$ cat src/rtl/food_placer_pkg.sv
// Shared field bounds, reset food position and FSM state encoding
// for the food placement stage and its body scanner.
package food_placer_pkg;

  localparam logic [9:0] X_MIN = 10'd20;
  localparam logic [9:0] X_MAX = 10'd620;
  localparam logic [9:0] Y_MIN = 10'd20;
  localparam logic [9:0] Y_MAX = 10'd460;

  localparam logic [9:0] FOOD_RST_X = 10'd320;
  localparam logic [9:0] FOOD_RST_Y = 10'd240;

  typedef enum logic [2:0] {
    ST_IDLE,
    ST_SAMPLE,
    ST_SCAN,
    ST_DRAIN,
    ST_COMMIT
  } state_t;

  function automatic logic [9:0] clamp10(
    input logic [9:0] v,
    input logic [9:0] lo,
    input logic [9:0] hi
  );
    if (v < lo) return lo;
    else if (v > hi) return hi;
    else return v;
  endfunction

endpackage

$ cat src/rtl/food_placer_body_scan.sv
// Body memory scanner: sequences read indices, compares the returned
// segment one cycle later, flags hit and last-index-issued (done).
// Ports: i_start loads length, i_step advances, o_rd_idx is registered.
module food_placer_body_scan
  import food_placer_pkg::*;
#(
  parameter int IDX_W = 5
) (
  input  logic             clk,
  input  logic             rst_n,
  input  logic             i_start,
  input  logic             i_step,
  input  logic [IDX_W:0]   i_len,
  input  logic [9:0]       i_cand_x,
  input  logic [9:0]       i_cand_y,
  input  logic [9:0]       i_body_x,
  input  logic [9:0]       i_body_y,
  output logic [IDX_W-1:0] o_rd_idx,
  output logic             o_hit,
  output logic             o_done
);

  logic [IDX_W-1:0] r_idx;
  logic [IDX_W:0]   r_len;
  logic             r_cmp_v;

  always_ff @(posedge clk or negedge rst_n) begin
    if (!rst_n) begin
      r_idx   <= '0;
      r_len   <= '0;
      r_cmp_v <= 1'b0;
    end else if (i_start) begin
      r_idx   <= '0;
      r_len   <= i_len;
      r_cmp_v <= 1'b0;
    end else if (i_step) begin
      // read data is valid from the second issue cycle on
      r_cmp_v <= 1'b1;
      if (!o_done) r_idx <= r_idx + 1'b1;
    end
  end

  assign o_done   = ({1'b0, r_idx} == (r_len - 1'b1));
  assign o_hit    = r_cmp_v
                 && (i_body_x == i_cand_x)
                 && (i_body_y == i_cand_y);
  assign o_rd_idx = r_idx;

endmodule

$ cat src/rtl/food_placer.sv
// Food placement and eat detection: samples a candidate, rejects body
// collisions, commits food and pulses eat. Optional score: FOOD_SCORE_EN.
// Ports: rand_x/y in, head/move_tick in, body rd port, food/eat/score out.
module food_placer
  import food_placer_pkg::*;
#(
  parameter int MAX_LEN   = 32,
  parameter int IDX_W     = 5,
  parameter int MAX_RETRY = 8
) (
  input  logic             clk,
  input  logic             rst_n,
  input  logic [9:0]       rand_x,
  input  logic [9:0]       rand_y,
  input  logic             restart,
  input  logic             move_tick,
  input  logic [9:0]       head_x,
  input  logic [9:0]       head_y,
  input  logic [IDX_W:0]   snake_len,
  output logic [IDX_W-1:0] body_rd_idx,
  input  logic [9:0]       body_x,
  input  logic [9:0]       body_y,
  output logic [9:0]       food_x,
  output logic [9:0]       food_y,
  output logic             food_valid,
  output logic             eat,
  output logic             place_fail,
  output logic [7:0]       score
);

  localparam int RW = $clog2(MAX_RETRY + 1);
  localparam logic [RW-1:0] RETRY_MAX = RW'(MAX_RETRY);
  localparam logic [IDX_W:0] LEN_MAX = (IDX_W + 1)'(MAX_LEN);

  state_t        r_state;
  logic [9:0]    r_cand_x;
  logic [9:0]    r_cand_y;
  logic [9:0]    r_food_x;
  logic [9:0]    r_food_y;
  logic          r_food_valid;
  logic          r_eat;
  logic          r_place_fail;
  logic          r_force;
  logic [RW-1:0] r_retry;

  logic          w_legal;
  logic          w_hit;
  logic          w_done;
  logic          w_eat_hit;
  logic          w_scan_start;
  logic          w_scan_step;
  logic          w_reject;
  logic          w_retry_full;
  logic [RW-1:0] w_retry_nx;
  logic [IDX_W:0] w_len;

  assign w_len = (snake_len > LEN_MAX) ? LEN_MAX : snake_len;

  assign w_legal = (rand_x >= X_MIN) && (rand_x <= X_MAX)
                && (rand_y >= Y_MIN) && (rand_y <= Y_MAX);

  assign w_eat_hit = (r_state == ST_IDLE) && move_tick
                  && r_food_valid && !restart
                  && (head_x == r_food_x)
                  && (head_y == r_food_y);

  assign w_scan_start = (r_state == ST_SAMPLE) && w_legal
                     && (w_len != '0) && !restart;

  assign w_scan_step = (r_state == ST_SCAN) && !w_hit;

  assign w_reject = ((r_state == ST_SAMPLE) && !w_legal)
                 || ((r_state == ST_SCAN) && w_hit)
                 || ((r_state == ST_DRAIN) && w_hit);

  assign w_retry_nx = (r_retry >= RETRY_MAX) ? r_retry
                    : r_retry + 1'b1;
  assign w_retry_full = (w_retry_nx >= RETRY_MAX);

  food_placer_body_scan #(
    .IDX_W (IDX_W)
  ) u_scan (
    .clk      (clk),
    .rst_n    (rst_n),
    .i_start  (w_scan_start),
    .i_step   (w_scan_step),
    .i_len    (w_len),
    .i_cand_x (r_cand_x),
    .i_cand_y (r_cand_y),
    .i_body_x (body_x),
    .i_body_y (body_y),
    .o_rd_idx (body_rd_idx),
    .o_hit    (w_hit),
    .o_done   (w_done)
  );

  always_ff @(posedge clk or negedge rst_n) begin
    if (!rst_n) begin
      r_state      <= ST_SAMPLE;
      r_cand_x     <= '0;
      r_cand_y     <= '0;
      r_food_x     <= FOOD_RST_X;
      r_food_y     <= FOOD_RST_Y;
      r_food_valid <= 1'b0;
      r_eat        <= 1'b0;
      r_place_fail <= 1'b0;
      r_force      <= 1'b0;
      r_retry      <= '0;
    end else begin
      r_eat        <= 1'b0;
      r_place_fail <= 1'b0;
      // clamping is identity for legal candidates, so a forced
      // commit after a range rejection lands inside the field
      if (r_state == ST_SAMPLE) begin
        r_cand_x <= clamp10(rand_x, X_MIN, X_MAX);
        r_cand_y <= clamp10(rand_y, Y_MIN, Y_MAX);
      end
      if (restart) begin
        r_food_valid <= 1'b0;
        r_retry      <= '0;
        r_force      <= 1'b0;
        r_state      <= ST_SAMPLE;
      end else if (w_reject) begin
        r_retry <= w_retry_nx;
        if (w_retry_full) begin
          r_force <= 1'b1;
          r_state <= ST_COMMIT;
        end else begin
          r_state <= ST_SAMPLE;
        end
      end else begin
        unique case (r_state)
          ST_IDLE: begin
            if (w_eat_hit) begin
              r_eat        <= 1'b1;
              r_food_valid <= 1'b0;
              r_retry      <= '0;
              r_state      <= ST_SAMPLE;
            end
          end
          ST_SAMPLE: begin
            if (w_len == '0) r_state <= ST_COMMIT;
            else r_state <= ST_SCAN;
          end
          ST_SCAN: begin
            if (w_done) r_state <= ST_DRAIN;
          end
          ST_DRAIN: begin
            r_state <= ST_COMMIT;
          end
          ST_COMMIT: begin
            r_food_x     <= r_cand_x;
            r_food_y     <= r_cand_y;
            r_food_valid <= 1'b1;
            r_retry      <= '0;
            r_place_fail <= r_force;
            r_force      <= 1'b0;
            r_state      <= ST_IDLE;
          end
          default: r_state <= ST_SAMPLE;
        endcase
      end
    end
  end

`ifdef FOOD_SCORE_EN
  logic [7:0] r_score;

  always_ff @(posedge clk or negedge rst_n) begin
    if (!rst_n) begin
      r_score <= '0;
    end else if (restart) begin
      r_score <= '0;
    end else if (w_eat_hit && (r_score != 8'hFF)) begin
      r_score <= r_score + 1'b1;
    end
  end

  assign score = r_score;
`else
  assign score = 8'd0;
`endif

  assign food_x     = r_food_x;
  assign food_y     = r_food_y;
  assign food_valid = r_food_valid;
  assign eat        = r_eat;
  assign place_fail = r_place_fail;

endmodule

$ cat config.mk
export PLATFORM = sky130hd
export DESIGN_NAME = food_placer
export DESIGN_NICKNAME = d
export VERILOG_FILES = /design/src/rtl/food_placer_pkg.sv /design/src/rtl/food_placer_body_scan.sv /design/src/rtl/food_placer.sv
export SDC_FILE = /design/constraint.sdc
export NUM_CORES = 1
export LEC_CHECK = 0
export ABC_AREA = 1
export CAP_MARGIN = 20
export CORE_ASPECT_RATIO = 2
export CORE_MARGIN = 2
export CORE_UTILIZATION = 38
export DETAILED_ROUTE_END_ITERATION = 10
export PLACE_DENSITY = 0.73
export SLEW_MARGIN = 0
export SYNTH_ARGS = -nofsm -noshare
export SYNTH_HDL_FRONTEND = slang
export SYNTH_SLANG_ARGS = --single-unit
export TNS_END_PERCENT = 30
$ cat constraint.sdc
create_clock -name clk -period 4.8 [get_ports clk]
set_input_delay 0.72 -clock clk [delete_from_list [all_inputs] [get_ports clk]]
set_output_delay 0.72 -clock clk [all_outputs]
set_load 0.02 [all_outputs]
==> summary.md, run 1 <==
| Metric | Value |
|---|---|
| Outcome | complete, no violations |
| Worst Path Buf+Inv | 1 |
| Register area | 1585 sq um |
| GRT overflow | 0 |
| Most common cell after layout, fill and taps aside | nand2_1 |
| Crit path from | u_scan.o_rd_idx[2] |
| CTS H-Tree Depth | 3 |
| Post-synth EDFFs | 0 |
| Number of clock sinks | 63 |
| DRT iter0 DRCs | 252 |
| Via-per-instance ratio | approximately 4.9 |
| Crit Reg-Reg Startpoint | r_state[0] |
| Max VDD drop | 0.0002346 V |
| Skew-Pair Late Insertion Delay | 0.33 ns |
| Tmin final | roughly 2.3 ns |
| Fmax | 0.4442 GHz |
| CTS Hold Bufs | 0 |
| Max Cap Viol | 0 |
| Die W | 76.43 um |
| Clk slew on worst S/H paths | 0.05 ns |
| WL/cell | ~14 um |
| Crit Path Max Fanout | 8 |
| Cts repair resizes | 0 |
| HP Class | flop to flop |
| Critical path arrival | 1.53 ns |
| Drt drc | 0 |
| Slew Limit Headroom | 0.4694 |
| First-pass GRT wire length | 18930 um |
| Multi-input gate area | 1956 sq um |
| WHS Endpoint | r_cand_y[9] |
| Total number of vias | between 4k and 5k |
| Crit start category | flop |
| Antenna fix cells | 0 |
| Filler cells | around 980 |
| Initial antenna violation count | 0 |
| Async SR Flop Fraction | 1.000 |
| CTS max path bufs | 2 |
| CTS buffer count | 9 |
| Pwr dens | 512.1 nW/um^2 |
| Final WS setup | 2.549 ns |
| Cells after synthesis | 580 |
| Reg2reg path depth | 11 |
| Crit path cell chain | clkdlybuf4s50_1 |
| Leak | about 2.7 nW |
| Top cell family by delay on the critical path | buffers and inverters |
| Post-route ant nets | 0 |
| Post-CTS setup buffer count | 0 |
| CP max-delay cell | clkdlybuf4s50_1 |
| Non-filler instance count after layout | between 800 and 900 |
| Mapped cell area | 3986 sq um |
| Setup Skew | 0.007883 ns |
| Drt pass-1 iters | 7 |
| Row count | 52 |
| Crit share post-route | 0.4690 |
| Io pins | 106 |
| Worst Min Path Start | r_cand_y[9] |
| Number of global-route vias before repair | 3994 |
| Placeable Area | 10150 sq um |
| Setup-failing EPs final | 0 |
| All-Layer GR Usage | 0.2135 |
| Nets | 756 |
| Area Overhead vs Synth | 34.21% |
| RSZ-0062 raised after global routing | false |
| Main synth FF type | dfrtp_1 |
| Worst slew pin tran | 0.7959 ns |
| Die area | about 11000 sq um |
| Kind of critical path | flop to output pin |
| Largest net degree at the start of global routing | 64 |
| Die Y | ~150 um |
| Most frequent cells in the layout | 180 x nand2_1, 98 x inv_1, 96 x clkdlybuf4s50_1, 56 x dfrtp_1, 55 x o21ai_0 |
| Final setup TNS | 0 ns |
| Hpwl dp | 9311 um |
| CP max stage delay | between 0.6 and 0.7 ns |
| Hold Path Depth | 2 |
| Register area share after synthesis | 0.3977 |
| Cell variety after synth | 34 |
| Share of layout cells above drive strength 1 | 0.07872 |
| Reg2Reg Setup Slack | 2.89 ns |
| Yosys reg bits | 63 |
| Initial Util | 0.3928 |
| PortBufs | 97 |
| Root buffer cell | clkbuf_16 |
| Final hold viol count | 0 |
| Post-Place Cells | 805 |
| Post-Place Worst Slack | 2.171 ns |
| Slew Viols, Final | 0 |
| Routed Wire Length | 11660 um |
| Synth Area per Inst | 6.873 sq um |
| TritonCTS clock tree | done |
| Critical Path Sink Type | output pin |
| RD Place Congestion | 0.9660 |
| R2R Path End | u_scan.o_rd_idx[3] |
| Ys Warns | 0 |
| Data required, critical path | 4.08 ns |
==> worst max path at each step <==
| stage | end | cells after the start | slack, ns |
|---|---|---|---|
| after detailed placement | food_y[7] | 4 | 2.17 |
| after CTS | food_y[7] | 4 | 2.50 |
| after floorplan | u_scan.o_rd_idx[0] | 12 | 2.99 |
| final | body_rd_idx[2] | 1 | 2.55 |
| after global placement | food_y[9] | 4 | 2.26 |
| after global routing | r_retry[2] | 13 | 2.43 |
==> logic make-up after synthesis <==
| logic type | count (synthesis) | synth area share |
|---|---|---|
| and+or+nand+nor | 304 | 0.3327 |
| buffers and inverters | 117 | 0.1183 |
| AOI/OAI and AO/OA | 74 | 0.1004 |
| DFF | 63 | 0.3977 |
| xor gates and xnor gates | 17 | 0.03735 |
| adders and majority gates | 4 | 0.01256 |
| other | 1 | 0.0009407 |
==> Yosys cell counts, drive strengths merged (3+ instances only) <==
library cell / n / area (sq um)
nor2: 51 / 222.7
nand3: 30 / 155.1
dfrtp: 56 / 1401
nor3b: 3 / 22.52
xor2: 9 / 78.83
a21oi: 8 / 40.04
ha: 4 / 50.05
o21ai: 62 / 329.1
nand2: 190 / 748.2
dfstp: 7 / 183.9
clkbuf: 5 / 18.77
nand4: 11 / 68.82
or2: 6 / 37.54
nor3: 9 / 45.04
inv: 102 / 382.9
xnor2: 8 / 70.07
buf: 10 / 70.07
==> power breakdown <==
group          switching (mW)  internal, mW
Combinational           0.741         0.494
Clock                   0.220         0.344
Sequential              0.198         0.744
==> metal layers <==
| layer | global-route usage | routed length [um] | up-vias | part of all wire |
|---|---|---|---|---|
| met5 | 0 | 0 | - | 0 |
| met4 | 0.1182 | 481 | 0 | 0.041 |
| met3 | 0.03511 | 538 | 35 | 0.046 |
| met2 | 0.4088 | 6444 | 154 | 0.55 |
| met1 | 0.2154 | 4199 | 1867 | 0.36 |
| li1 | - | - | 1995 | - |
==> sequential cells by signal, indices dropped and copies added, names as in the netlist <==
signal / cells
r_force: 1
place_fail: 1
eat: 1
food_valid: 1
r_cand_x: 10
r_retry: 4
r_state: 3
food_x: 10
u_scan.r_len: 6
r_cand_y: 10
u_scan.o_rd_idx: 5
u_scan.r_cmp_v: 1
food_y: 10
==> layout make-up <==
type                            count  share of cell area
Multi-Input combinational cell    407              0.3655
Sequential cell                    63              0.2963
Timing Repair Buffer               99              0.1871
Inverter                          102             0.07156
Clock buffer                       11             0.04350
Tap cell                          135             0.03157
Clock inverter                      4            0.004443
==> through the flow <==
stage	util	total power [mW]	cell area, sq um	hold slack [ns]
final	0.5271	2.740	5350	0.4665
after global routing	0.5271	2.937	5350	0.5190
after CTS	0.5244	2.747	5323	0.4717
after detailed placement	0.4991	2.167	5066	0.4579
after global placement	0.4991	2.121	5066	0.4553
after floorplan	-	1.706	4013	0.4244
(Power assumes the default switching activity.)
==> run 2, diff against run 1 <==
==> constraint.sdc (replaced) <==
create_clock -name clk -period 2.15 [get_ports clk]
set_input_delay 0.3225 -clock clk [delete_from_list [all_inputs] [get_ports clk]]
set_output_delay 0.3225 -clock clk [all_outputs]
set_load 0.02 [all_outputs]
==> run 2 against run 1 <==
- the flow now finishes with violations (negative hold slack)
- critical path depth increased by 10
- total power grew 140%
- cell area is 2.3% higher
- routed wire length rose by 2.7%
- core utilization up 1.2 points
- register-to-register slack lost 2.6 ns
- critical endpoint is now u_scan.o_rd_idx[2]
- combinational power rose by 130%
- clock power rose to 3.0 times the previous value
- clock skew decreased by 0.0048 ns
- cell count increased by 0.73%
- worst hold slack worse by 0.47 ns
==> summary.md, run 2 (same netlist as run 1, synthesis figures left out) <==
| Metric | Value |
|---|---|
| Final hold viol count | 2 |
| CP max-delay cell | dfstp_2 |
| Cts repair resizes | 0 |
| Placeable Area | 10150 sq um |
| HP Class | input port to async pin |
| Routed Wire Length | 11980 um |
| Max Cap Viol | 0 |
| Most common cell after layout, fill and taps aside | nand2_1 |
| Tot Pwr | 6.620 mW |
| CTS Hold Bufs | 0 |
| Die W | 76.43 um |
| Root buffer cell | clkbuf_16 |
| Post-CTS setup buffer count | 0 |
| Initial Util | 0.3928 |
| Total number of vias | 4143 |
| Drt pass-1 iters | 5 |
| Top cell family by delay on the critical path | simple AND/OR/NAND/NOR gates |
| Slew Viols, Final | 0 |
| Kind of critical path | flop to flop |
| Post-Place Worst Slack | 0.02461 ns |
| Post-route ant nets | 0 |
| Die area | 11380 sq um |
| Number of clock sinks | 63 |
| Final setup TNS | 0 ns |
| Design Area, Final | around 5500 sq um |
| Critical Path Sink Type | flop |
| Hpwl dp | 9480 um |
| Core Util, Final | 0.5393 |
| CTS max path bufs | 2 |
| CTS H-Tree Depth | 3 |
| WL/cell | about 14 um |
| Data required, critical path | 2.37 ns |
| Outcome | complete, but fails checks |
| Final WS setup | 0.3000 ns |
| TritonCTS clock tree | done |
| Most frequent cells in the layout | 180 x nand2_1, 98 x inv_1, 96 x clkdlybuf4s50_1, 56 x dfrtp_1, 55 x o21ai_0 |
| CTS buffer count | 9 |
| Share of layout cells above drive strength 1 | 0.08671 |
| Number of global-route vias before repair | a little over 4k |
| Largest net degree at the start of global routing | 64 |
| Setup Skew | roughly 0.0031 ns |
| RD Place Congestion | 0.9095 |
| Crit path cell chain | inv_1, nor2_2, inv_2, nor2_8, nand2_2, nor2_4, nand2_4, nand2_2, nand2_4, nand2_1, o21ai_2 |
| Tmin final | around 1.9 ns |
| Skew-Pair Late Insertion Delay | 0.33 ns |
| Leak | ~2.7 nW |
| Io pins | 106 |
| Post-DP Area | 5124 sq um |
| CP max stage delay | 0.55 ns |
| Setup-failing EPs final | 0 |
| Crit share post-route | 0.8605 |
| Initial antenna violation count | 0 |
| Antenna fix cells | 0 |
| Fmax | 0.5405 GHz |
| Worst hold slack | -0.006425 ns |
| PortBufs | 97 |
| Via-per-instance ratio | 5.010 |
| Critical path arrival | 2.07 ns |
| Failing checks | negative hold slack |
| Nets | 761 |
| Die Y | 148.8 um |
| Drt drc | 0 |
| DRT iter0 DRCs | just over 300 |
| Row count | 52 |
| First-pass GRT wire length | 19330 um |
| Area Overhead vs Synth | 37.32% |
| Max VDD drop | 0.0005097 V |
| Crit Path Max Fanout | 14 |
| Pwr dens | 1209 nW/um^2 |
| Worst Path Buf+Inv | 2 |
| All-Layer GR Usage | 0.2187 |
| RSZ-0062 raised after global routing | false |
| Clk slew on worst S/H paths | 0.05 ns |
| GRT overflow | 0 |
| Crit start category | flop |
run 2: routing by layer:
layer | part of all wire | wire length (um) | GRT usage | vias up
met5 | 0 | 0 | 0 | -
met4 | 0.052 | 618 | 0.1336 | 0
met3 | 0.047 | 561 | 0.04358 | 50
met2 | 0.55 | 6561 | 0.4115 | 167
met1 | 0.35 | 4236 | 0.2167 | 1922
li1 | - | - | - | 2004
run 2: metrics by stage:
step	hold slack, ns	cells
floorplan	0.02691	587
global placement	0.3603	811
detailed placement	0.3622	811
CTS	0.01969	827
global route	0.03003	827
finish	-0.006425	827
run 2: path summary, 6_finish.rpt:
check                      cells after the start  slack [ns]            endpoint        start
max reg2reg                                   11        0.30  u_scan.o_rd_idx[2]   r_state[0]
max                                           11        0.30  u_scan.o_rd_idx[2]   r_state[0]
max in group asynchronous                      2        1.83          r_state[0]        rst_n
min                                            2      -0.006     u_scan.r_len[1]        rst_n
min in group clk                               2        0.46         r_cand_y[9]  r_cand_y[9]
min reg2reg                                    2        0.46         r_cand_y[9]  r_cand_y[9]
run 2: power by group:
group / internal [mW] / total [mW] / switching, mW
registers: 1.66 / 2.10 / 0.438
logic: 1.12 / 2.81 / 1.69
clock network: 1.20 / 1.71 / 0.515
run 2: final cells by class:
type | count | area [sq um]
clock inverter | 3 | 90.09
fill | 1012 | 4676
tap | 135 | 168.9
timing repair buffer | 104 | 1031
sequential | 63 | 1585
inverter | 102 | 382.9
multi-input combinational | 407 | 1956
clock buffer | 13 | 260.3
